`config.mk`:
```
export PLATFORM = sky130hd
export DESIGN_NAME = sample_feeder
export DESIGN_NICKNAME = d
export VERILOG_FILES = /design/src/rtl/feeder_pkg.sv /design/src/rtl/feeder_bank.sv /design/src/rtl/sample_feeder.sv
export SDC_FILE = /design/constraint.sdc
export NUM_CORES = 1
export LEC_CHECK = 0
export ABC_AREA = 1
export BUFFER_PORTS_ARGS = -buffer_cell sky130_fd_sc_hd__buf_4
export CAP_MARGIN = 10
export CELL_PAD_IN_SITES_DETAIL_PLACEMENT = 1
export CELL_PAD_IN_SITES_GLOBAL_PLACEMENT = 1
export CORE_AREA = 2 2 228 230
export CTS_CLUSTER_SIZE = 20
export DETAILED_ROUTE_END_ITERATION = 7
export DIE_AREA = 0 0 230 232
export GPL_TIMING_DRIVEN = 0
export PLACE_DENSITY_LB_ADDON = 0.1
export SLEW_MARGIN = 20
export SYNTH_ARGS = -nofsm -noshare
export SYNTH_HDL_FRONTEND = slang
export SYNTH_SLANG_ARGS = --single-unit
export TNS_END_PERCENT = 20
```
`constraint.sdc`:
```
create_clock -name clk -period 3.1 [get_ports clk]
set_input_delay 0.465 -clock clk [delete_from_list [all_inputs] [get_ports clk]]
set_output_delay 0.465 -clock clk [all_outputs]
set_load 0.005 [all_outputs]
```
`src/rtl/feeder_pkg.sv`:
```
// Shared definitions for the sample feeder: send FSM encoding, default
// geometry and bank-select constants.
package feeder_pkg;

  typedef enum logic [1:0] {
    ST_IDLE      = 2'd0,
    ST_SEND      = 2'd1,
    ST_WAIT_DONE = 2'd2
  } feeder_state_t;

  localparam int DEFAULT_DATA_WIDTH   = 16;
  localparam int DEFAULT_NUM_FEATURES = 7;

  localparam logic BANK_A = 1'b0;
  localparam logic BANK_B = 1'b1;

  // Pointer width able to index n words (at least one bit).
  function automatic int ptr_width(input int n);
    return (n > 1) ? $clog2(n) : 1;
  endfunction

endpackage

```
`src/rtl/feeder_bank.sv`:
```
// One sample buffer: NUM_FEATURES words of DATA_WIDTH with a write port,
// an asynchronous read port and a full flag. The full flag is set when the
// last word is written and cleared when the reader releases the bank.
// Storage is not reset; only the full flag is.
module feeder_bank
  import feeder_pkg::*;
#(
  parameter int DATA_WIDTH   = DEFAULT_DATA_WIDTH,
  parameter int NUM_FEATURES = DEFAULT_NUM_FEATURES,
  localparam int PTR_W       = ptr_width(NUM_FEATURES)
) (
  input  logic                  clk,
  input  logic                  rst,
  input  logic                  wr_en,
  input  logic [PTR_W-1:0]      wr_addr,
  input  logic [DATA_WIDTH-1:0] wr_data,
  input  logic                  wr_last,
  input  logic [PTR_W-1:0]      rd_addr,
  output logic [DATA_WIDTH-1:0] rd_data,
  input  logic                  release_bank,
  output logic                  full
);

  logic [DATA_WIDTH-1:0] mem [NUM_FEATURES];

  // Word storage, written on every accepted host word.
  always_ff @(posedge clk) begin
    if (wr_en) begin
      mem[wr_addr] <= wr_data;
    end
  end

  assign rd_data = mem[rd_addr];

  // Full flag: set by the final write, cleared by the final transfer.
  always_ff @(posedge clk or posedge rst) begin
    if (rst) begin
      full <= 1'b0;
    end else if (wr_en && wr_last) begin
      full <= 1'b1;
    end else if (release_bank) begin
      full <= 1'b0;
    end
  end

endmodule

```
`src/rtl/sample_feeder.sv`:
```
// Double-buffered sample feeder. The host fills banks A/B alternately; the
// send FSM streams one full bank at a time to the network and then waits
// for a rising edge on net_done before moving to the other bank, so only
// one sample is ever in flight.
// Optional watchdog: define FEEDER_TIMEOUT_EN to abort WAIT_DONE after
// TIMEOUT_CYCLES cycles and raise the sticky timeout_err.
module sample_feeder
  import feeder_pkg::*;
#(
  parameter int DATA_WIDTH     = DEFAULT_DATA_WIDTH,
  parameter int NUM_FEATURES   = DEFAULT_NUM_FEATURES,
  parameter int TIMEOUT_CYCLES = 4096
) (
  input  logic                  clk,
  input  logic                  rst,
  input  logic [DATA_WIDTH-1:0] wr_data,
  input  logic                  wr_valid,
  output logic                  wr_ready,
  output logic [DATA_WIDTH-1:0] axis_out_data,
  output logic                  axis_out_valid,
  input  logic                  axis_out_ready,
  input  logic                  net_done,
  output logic                  busy,
  output logic [31:0]           sample_count,
  output logic                  timeout_err
);

  localparam int PTR_W = ptr_width(NUM_FEATURES);
  localparam logic [PTR_W-1:0] LAST_IDX = PTR_W'(NUM_FEATURES - 1);

  feeder_state_t state;
  logic                  fill_sel;
  logic                  send_sel;
  logic [PTR_W-1:0]      wr_ptr;
  logic [PTR_W-1:0]      rd_ptr;
  logic [PTR_W-1:0]      rd_addr;
  logic                  net_done_q;
  logic                  full_a;
  logic                  full_b;
  logic [DATA_WIDTH-1:0] rd_data_a;
  logic [DATA_WIDTH-1:0] rd_data_b;
  logic [DATA_WIDTH-1:0] send_data;
  logic                  send_full;
  logic                  wr_fire;
  logic                  wr_last;
  logic                  send_fire;
  logic                  send_last;
  logic                  net_done_rise;

  assign wr_ready      = (fill_sel == BANK_A) ? !full_a : !full_b;
  assign wr_fire       = wr_valid && wr_ready;
  assign wr_last       = (wr_ptr == LAST_IDX);
  assign send_fire     = (state == ST_SEND) && axis_out_valid && axis_out_ready;
  assign send_last     = send_fire && (rd_ptr == LAST_IDX);
  assign send_full     = (send_sel == BANK_A) ? full_a : full_b;
  assign send_data     = (send_sel == BANK_A) ? rd_data_a : rd_data_b;
  assign net_done_rise = net_done && !net_done_q;

  // In IDLE the read port looks at word 0 so it can be loaded on entry to
  // SEND; in SEND it looks one word ahead so the next word is ready to load
  // on each transfer.
  assign rd_addr = ((state == ST_SEND) && (rd_ptr != LAST_IDX)) ? rd_ptr + 1'b1 : '0;

  feeder_bank #(
    .DATA_WIDTH  (DATA_WIDTH),
    .NUM_FEATURES(NUM_FEATURES)
  ) u_bank_a (
    .clk         (clk),
    .rst         (rst),
    .wr_en       (wr_fire && (fill_sel == BANK_A)),
    .wr_addr     (wr_ptr),
    .wr_data     (wr_data),
    .wr_last     (wr_last),
    .rd_addr     (rd_addr),
    .rd_data     (rd_data_a),
    .release_bank(send_last && (send_sel == BANK_A)),
    .full        (full_a)
  );

  feeder_bank #(
    .DATA_WIDTH  (DATA_WIDTH),
    .NUM_FEATURES(NUM_FEATURES)
  ) u_bank_b (
    .clk         (clk),
    .rst         (rst),
    .wr_en       (wr_fire && (fill_sel == BANK_B)),
    .wr_addr     (wr_ptr),
    .wr_data     (wr_data),
    .wr_last     (wr_last),
    .rd_addr     (rd_addr),
    .rd_data     (rd_data_b),
    .release_bank(send_last && (send_sel == BANK_B)),
    .full        (full_b)
  );

  // Fill side: advance the write pointer and swap banks after the last word.
  always_ff @(posedge clk or posedge rst) begin
    if (rst) begin
      wr_ptr   <= '0;
      fill_sel <= BANK_A;
    end else if (wr_fire) begin
      if (wr_last) begin
        wr_ptr   <= '0;
        fill_sel <= ~fill_sel;
      end else begin
        wr_ptr <= wr_ptr + 1'b1;
      end
    end
  end

  // Delayed net_done for rising-edge detection.
  always_ff @(posedge clk or posedge rst) begin
    if (rst) begin
      net_done_q <= 1'b0;
    end else begin
      net_done_q <= net_done;
    end
  end

`ifdef FEEDER_TIMEOUT_EN
  localparam int TMR_W = (TIMEOUT_CYCLES > 1) ? $clog2(TIMEOUT_CYCLES) : 1;
  localparam logic [TMR_W-1:0] TMR_LOAD = TMR_W'(TIMEOUT_CYCLES - 1);

  logic [TMR_W-1:0] timer;
  logic             timeout_flag;

  assign timeout_err = timeout_flag;
`else
  assign timeout_err = 1'b0;
`endif

  // Send FSM with registered stream outputs, busy and completion count.
  always_ff @(posedge clk or posedge rst) begin
    if (rst) begin
      state          <= ST_IDLE;
      rd_ptr         <= '0;
      send_sel       <= BANK_A;
      axis_out_valid <= 1'b0;
      axis_out_data  <= '0;
      busy           <= 1'b0;
      sample_count   <= '0;
`ifdef FEEDER_TIMEOUT_EN
      timer          <= '0;
      timeout_flag   <= 1'b0;
`endif
    end else begin
      case (state)
        ST_IDLE: begin
          if (send_full) begin
            state          <= ST_SEND;
            rd_ptr         <= '0;
            axis_out_valid <= 1'b1;
            axis_out_data  <= send_data;
            busy           <= 1'b1;
          end
        end
        ST_SEND: begin
          if (send_fire) begin
            if (rd_ptr == LAST_IDX) begin
              state          <= ST_WAIT_DONE;
              rd_ptr         <= '0;
              axis_out_valid <= 1'b0;
`ifdef FEEDER_TIMEOUT_EN
              timer          <= TMR_LOAD;
`endif
            end else begin
              rd_ptr        <= rd_ptr + 1'b1;
              axis_out_data <= send_data;
            end
          end
        end
        ST_WAIT_DONE: begin
          if (net_done_rise) begin
            state        <= ST_IDLE;
            busy         <= 1'b0;
            send_sel     <= ~send_sel;
            sample_count <= sample_count + 32'd1;
          end
`ifdef FEEDER_TIMEOUT_EN
          else if (timer == '0) begin
            state        <= ST_IDLE;
            busy         <= 1'b0;
            send_sel     <= ~send_sel;
            timeout_flag <= 1'b1;
          end else begin
            timer <= timer - 1'b1;
          end
`endif
        end
        default: begin
          state <= ST_IDLE;
        end
      endcase
    end
  end

endmodule

```
==> flow_metrics.env, run 1 <==
export IMPL_leakagePower_nw=6.39
export IMPL_slowest_stage="dfrtp_1"
export IMPL_worstSkewPairLatency_ps=560
export IMPL_clkTransAtPathRegs_ps=60
export IMPL_max_cap_violations=0
export IMPL_place_hpwl_um=29200
export IMPL_path_cells="inv_2, clkbuf_4, ha_1, clkbuf_1, nor2_1, nand2_4, buf_6, buf_6, nand3_1, a21oi_1, nand2_1, nand3_1, nand2_1"
export IMPL_cts_root_buf="clkbuf_16"
export IMPL_p_per_area_nw_per_um2=998
export IMPL_rr_endpoint="axis_out_data[9]"
export IMPL_synth_net_count=1273
export IMPL_status="completed"
export IMPL_syn_to_final_growth_pct=22.2
export IMPL_grt_first_pass_wirelength_um=63100
export IMPL_power_mw=15.4
export IMPL_cts_htree_levels=2
export IMPL_worstSetupStartpointType="flip-flop"
export IMPL_syn_instance_count=1249
export IMPL_r2r_cells=13
export IMPL_critPathArrivalTime_ps=3290
export IMPL_top_usage_layer="met2"
export IMPL_min_delay_start="wr_data[1]"
export IMPL_synth_top_area_share_pct=53.2
export IMPL_max_stage_delay_ps=390
export IMPL_drive_above_1_share_pct=15.0
export IMPL_synth_main_ff_cell="edfxtp_1"
export IMPL_layout_area_seq_um2=8300
export IMPL_synth_area_leaders="edfxtp_1 53%, dfrtp_1 12%, nand2_1 10%"
export IMPL_critPathKind="reg2reg"
export IMPL_portBuffers=71
export IMPL_synth_avg_cell_area_um2=10.1
export IMPL_cp_max_fo=19
export IMPL_grt_overflow_total=0
export IMPL_vias=8940
export IMPL_yosys_register_bits=287
export IMPL_cp_buffers_inverters=5
export IMPL_design_die_area_um2=53400
export IMPL_clockBufferDepth=3
export IMPL_nFillCells=5797
export IMPL_dr_pass1_iters=4
export IMPL_grt_max_degree=42
export IMPL_cts_setup_buffers=0
export IMPL_synth_edf_count=224
export IMPL_cts_made_buffers=38
export IMPL_finalWorstPathRequiredPeriod_ps=2860
export IMPL_first_iter_violations=469
export IMPL_drt_wirelength_per_cell_um=20.4
export IMPL_multi_input_area_um2=3660
export IMPL_slew_viol_final=0
export IMPL_grt_pass1_vias=9392
export IMPL_ir_worst_vdd_mv=0.363
export IMPL_rrSetupSlack_ps=240
export IMPL_wirelength_um=42400
export IMPL_rsz0062_at_grt="no"
export IMPL_cpLargestDelayFamily="buffers and inverters"
export IMPL_finalHoldViolations=0
export IMPL_cts_tree="done"
export IMPL_worstHoldPathType="in2reg"
export IMPL_slew_headroom_pct=48.0
export IMPL_placeableCoreArea_um2=50900
export IMPL_max_clock_freq_ghz=0.350
export IMPL_initial_core_util_pct=24.8
export IMPL_required_ps=3530
export IMPL_syn_cell_area_um2=12600
export IMPL_drc_errors=0
export IMPL_antenna_found_initial=0
export IMPL_hold_depth=1
export IMPL_rows=83
export IMPL_use_met1_pct=21.4
export IMPL_clock_sinks=287
export IMPL_io_pins=73
export IMPL_setup_viol=0
export IMPL_ys_types=36
export IMPL_diodes=0
export IMPL_end_kind="flip-flop"
export IMPL_fin_nets=1394
export IMPL_yosysMostFrequentCell="nand2_1"
export IMPL_dieHeight_um=232
export IMPL_synth_cells_most_frequent="338 x nand2_1, 224 x edfxtp_1, 179 x nor2_1"
export IMPL_use_met3_pct=2.66
export IMPL_ys_seq_area_share_pct=65.7
export IMPL_utilization_pct=30.3
export IMPL_synthArstFlopShare_pct=22.0
export IMPL_place_congestion=0.758
export IMPL_timing_rr_start="rd_ptr[0]"
export IMPL_hold_path_endpoint="u_bank_b.mem[6][1]"
export IMPL_finalCritPeriodShare_pct=92.2
export IMPL_finalClockSkew_ps=25.4
export IMPL_yosysTopAreaCell="edfxtp_1"
export IMPL_yosys_warnings=0
export IMPL_via_per_inst=4.30
export IMPL_tightest_slew_ps=781
export IMPL_ant_nets=0
export IMPL_grt_usage_pct=16.3
export IMPL_die_w_um=230
export IMPL_met2_usage_pct=27.9
kinds of logic after synthesis:
logic type / count (synthesis) / share of synthesized area [%]
buffers and inverters: 169 / 5.89
XOR/XNOR: 27 / 1.87
adder cells (fa/ha/maj): 3 / 0.297
flip-flops: 287 / 65.7
AND/OR/NAND/NOR: 660 / 21.7
other: 1 / 0.0297
AO/OA/AOI/OAI: 102 / 4.49
cell usage in the layout, fill, tap and decap left out, drive strengths merged:
cell type	count
or3b	1
clkinvlp	2
clkinv	16
nand3b	3
nand2	344
nor3	8
a21oi	33
inv	115
dfrtp	63
edfxtp	224
nand3	96
clkbuf	65
o21ai	50
xor2	18
nor2	185
dlygate4sd3	2
o211ai	1
a21boi	1
o31ai	1
o21bai	16
ha	3
buf	116
nand4	23
xnor2	9
bufinv	2
conb	1
metal layers:
layer  routed length [um]  vias to the layer above
met5                    0                        -
li1                     -                     4365
met4                  798                        0
met1                19500                     4395
met3                 1400                       54
met2                20600                      126
sequential cells by signal, summed over array words and instances (netlist names), 2 cells and up:
signal / flops
wr_ptr: 3
sample_count: 32
axis_out_data: 16
u_bank_a.mem: 112
state: 2
u_bank_b.mem: 112
rd_ptr: 3
how the worst max path moves through the flow:
stage | depth (start not counted) | slack [ps] | startpoint | to
final | 13 | 240 | rd_ptr[0] | axis_out_data[9]
after detailed placement | 16 | -250 | rd_ptr[0] | axis_out_data[8]
after global placement | 2 | -320 | rst | axis_out_data[11]
after floorplan | 15 | 850 | rd_ptr[0] | axis_out_data[2]
after global routing | 13 | 40 | rd_ptr[0] | axis_out_data[9]
after CTS | 14 | 90 | rd_ptr[0] | axis_out_data[11]
timing repair:
| action | 4_1_cts | 5_1_grt |
|---|---|---|
| endpoints found under the hold margin | 23 | 0 |
| endpoints found under the setup margin | 16 | 10 |
| hold buffers | 2 | 0 |
| resized for setup | 0 | 3 |
per-stage QoR:
step / cell area (um2) / TNS [ps] / std cells / hold slack [ps] / setup slack, ps
4_1_cts: 15400 / 0 / 2078 / 224 / 90.7
6_report: 15400 / 0 / 2078 / 244 / 241
5_1_grt: 15400 / 0 / 2078 / 241 / 37.0
3_5_place_dp: 14200 / -2930 / 2009 / 472 / -251
2_1_floorplan: 12600 / 0 / 1249 / 472 / 850
3_3_place_gp: 14000 / -31270 / 2000 / 470 / -319
cell type report:
cell class	instances	area share, %
Inverter	115	2.82
Timing Repair Buffer	82	4.55
Tap cell	680	5.51
Buffer	53	2.02
Clock inverter	20	1.08
Multi-Input combinational cell	793	23.7
Sequential cell	287	53.8
Clock buffer	48	6.53
where the power goes:
group | total, mW | switching [mW] | internal (mW)
logic | 6.44 | 4.60 | 1.84
clock network | 4.21 | 1.74 | 2.47
registers | 4.75 | 0.162 | 4.58
Note: power is estimated with default switching activity, not from simulation.
==> run 2: changes to the inputs <==
--- a/config.mk
+++ b/config.mk
@@ -6,14 +6,14 @@
 export NUM_CORES = 1
 export LEC_CHECK = 0
 export ABC_AREA = 1
-export BUFFER_PORTS_ARGS = -buffer_cell sky130_fd_sc_hd__buf_4
+export BUFFER_PORTS_ARGS = -buffer_cell sky130_fd_sc_hd__buf_2
 export CAP_MARGIN = 10
 export CELL_PAD_IN_SITES_DETAIL_PLACEMENT = 1
 export CELL_PAD_IN_SITES_GLOBAL_PLACEMENT = 1
-export CORE_AREA = 2 2 228 230
+export CORE_AREA = 2 2 193 271
 export CTS_CLUSTER_SIZE = 20
 export DETAILED_ROUTE_END_ITERATION = 7
-export DIE_AREA = 0 0 230 232
+export DIE_AREA = 0 0 195 273
 export GPL_TIMING_DRIVEN = 0
 export PLACE_DENSITY_LB_ADDON = 0.1
 export SLEW_MARGIN = 20
==> run 2 against run 1 <==
Compared with the run above:
- sequential power barely moved
- clock power fell by 15%
- fmax fell by 0.38%
- sequential share of layout area rose by 1.6 points
- die area fell by 0.23%
- power fell by 4.6%
- worst hold slack improved by 14 ps
- critical path depth did not move
- largest cell class unchanged
==> flow_metrics.env, run 2 (synthesis results as in run 1) <==
export IMPL_drt_wirelength_per_cell_um=21.3
export IMPL_cp_max_fo=19
export IMPL_grt_max_degree=51
export IMPL_pre_cts_ws_ps=-269
export IMPL_worstSkewPairLatency_ps=600
export IMPL_grt_first_pass_wirelength_um=64000
export IMPL_worstHoldPathType="in2reg"
export IMPL_design_die_area_um2=53200
export IMPL_instances_no_fill=2035
export IMPL_end_kind="flip-flop"
export IMPL_setup_ws_ps=230
export IMPL_wl_met3_um=1040
export IMPL_finalHoldViolations=0
export IMPL_cts_root_buf="clkbuf_16"
export IMPL_final_common_cell="nand2_1"
export IMPL_route_met2_wl_um=23500
export IMPL_grt_overflow_total=0
export IMPL_max_cap_violations=0
export IMPL_syn_to_final_growth_pct=18.6
export IMPL_fin_nets=1386
export IMPL_ir_worst_vdd_mv=0.395
export IMPL_ant_nets=0
export IMPL_rows=98
export IMPL_die_w_um=195
export IMPL_slew_viol_final=0
export IMPL_finalClockSkew_ps=27.3
export IMPL_cts_htree_levels=1
export IMPL_diodes=0
export IMPL_required_ps=3560
export IMPL_finalCritPeriodShare_pct=92.6
export IMPL_vias=8958
export IMPL_drive_above_1_share_pct=13.9
export IMPL_highest_layer="met4"
export IMPL_cts_resized=0
export IMPL_setup_viol=0
export IMPL_via_per_inst=4.40
export IMPL_startpoint="rd_ptr[0]"
export IMPL_io_pins=73
export IMPL_wirelength_um=43300
export IMPL_worstSetupStartpointType="flip-flop"
export IMPL_status="completed"
export IMPL_grt_pass1_vias=9445
export IMPL_rsz0062_at_grt="yes"
export IMPL_placeableCoreArea_um2=50800
export IMPL_place_congestion=0.804
export IMPL_fin_hold_ws_ps=258
export IMPL_place_hpwl_um=31000
export IMPL_slew_headroom_pct=39.5
export IMPL_dieHeight_um=273
export IMPL_cts_tree="done"
export IMPL_nFillCells=5810
export IMPL_clock_sinks=287
export IMPL_cts_made_buffers=31
export IMPL_clkTransAtPathRegs_ps=70
export IMPL_leakagePower_nw=6.24
export IMPL_initial_core_util_pct=24.9
export IMPL_layout_area_seq_um2=8300
export IMPL_critPathArrivalTime_ps=3330
export IMPL_first_iter_violations=374
export IMPL_wl_met1_um=17900
export IMPL_min_delay_start="axis_out_ready"
export IMPL_multi_input_area_um2=3660
export IMPL_p_per_area_nw_per_um2=980
export IMPL_clockBufferDepth=3
export IMPL_portBuffers=71
export IMPL_finalWorstPathRequiredPeriod_ps=2870
export IMPL_reg_top3="u_bank_a.mem x112, u_bank_b.mem x112, sample_count x32"
export IMPL_dr_pass1_iters=4
export IMPL_max_clock_freq_ghz=0.348
export IMPL_grt_usage_pct=16.4
export IMPL_drc_errors=0
export IMPL_critPathKind="reg2reg"
export IMPL_layout_common_cells="338 x nand2_1, 224 x edfxtp_1, 165 x nor2_1"
export IMPL_antenna_found_initial=0
export IMPL_place_inst=1979
export IMPL_timing_rr_start="rd_ptr[0]"
export IMPL_tightest_slew_ps=908
==> run 2: cell count changes in the layout (fill, tap and decap cells not counted), moves of 2 or more <==
cell,delta
buf_2,+72
buf_4,-71
clkbuf_16,-7
clkbuf_8,-2
clkinv_1,+5
clkinv_2,-3
clkinvlp_4,-2
==> run 2: routing by layer <==
metal  vias up  global-route usage, %
li1       4337                      -
met1      4452                   19.0
met2       120                   31.9
met3        49                   1.73
met4         0                   4.16
met5         -                      0
==> run 2: worst max-delay path, cell delays in order, from the launching register on <==
cell	delay, ps
dfrtp_1	420
inv_2	110
buf_2	460
ha_1	260
nand2_2	170
inv_2	190
nor2_1	90
nand2_4	110
buf_2	350
nand3_1	130
a21oi_1	190
nand2_1	80
nand3_1	140
nand2_1	60
==> run 2: report_power, final <==
part           switching (mW)  internal (mW)  total [mW]  leakage (nW)
logic                    4.62           1.77        6.39          2.96
registers               0.165           4.58        4.75          2.82
clock network            1.58           1.98        3.56         0.456
total                    6.36           8.34        14.7          6.24
==> run 2: worst paths after layout <==
check,to,slack (ps),cells past startpoint
min reg2reg,axis_out_data[11],480,2
min,state[0],260,4
max in group asynchronous,axis_out_data[14],2170,4
max,axis_out_data[13],230,13
max reg2reg,axis_out_data[13],230,13
min in group asynchronous,u_bank_b.full,350,3
==> run 2: through the flow <==
| step | total power, mW | cell area (um2) | setup TNS, ps | utilization [%] |
|---|---|---|---|---|
| finish | 14.7 | 15000 | 0 | 29.5 |
| global route | 15.8 | 15000 | -2.94 | 29.5 |
| CTS | 15.1 | 15000 | 0 | 29.5 |
| detailed placement | 11.4 | 14000 | -3120 | 27.7 |
| global placement | 11.3 | 13800 | -25510 | 27.2 |
| floorplan | 8.57 | 12600 | 0 | - |
==> run 2: layout make-up <==
type	instances	share of cell area, %
flip-flops and latches	287	55.4
multi-input cells	793	24.4
well taps	650	5.43
clock buffers	38	5.35
repair buffers	82	3.58
inverters	115	2.91
plain buffers	52	2.03
clock inverters	18	0.868
==> run 2: what timing repair did <==
action,CTS,global route
setup buffers,0,0
endpoints found under the setup margin,16,3
hold endpoints to repair,14,0
hold buffers,2,0
pin swaps,0,0
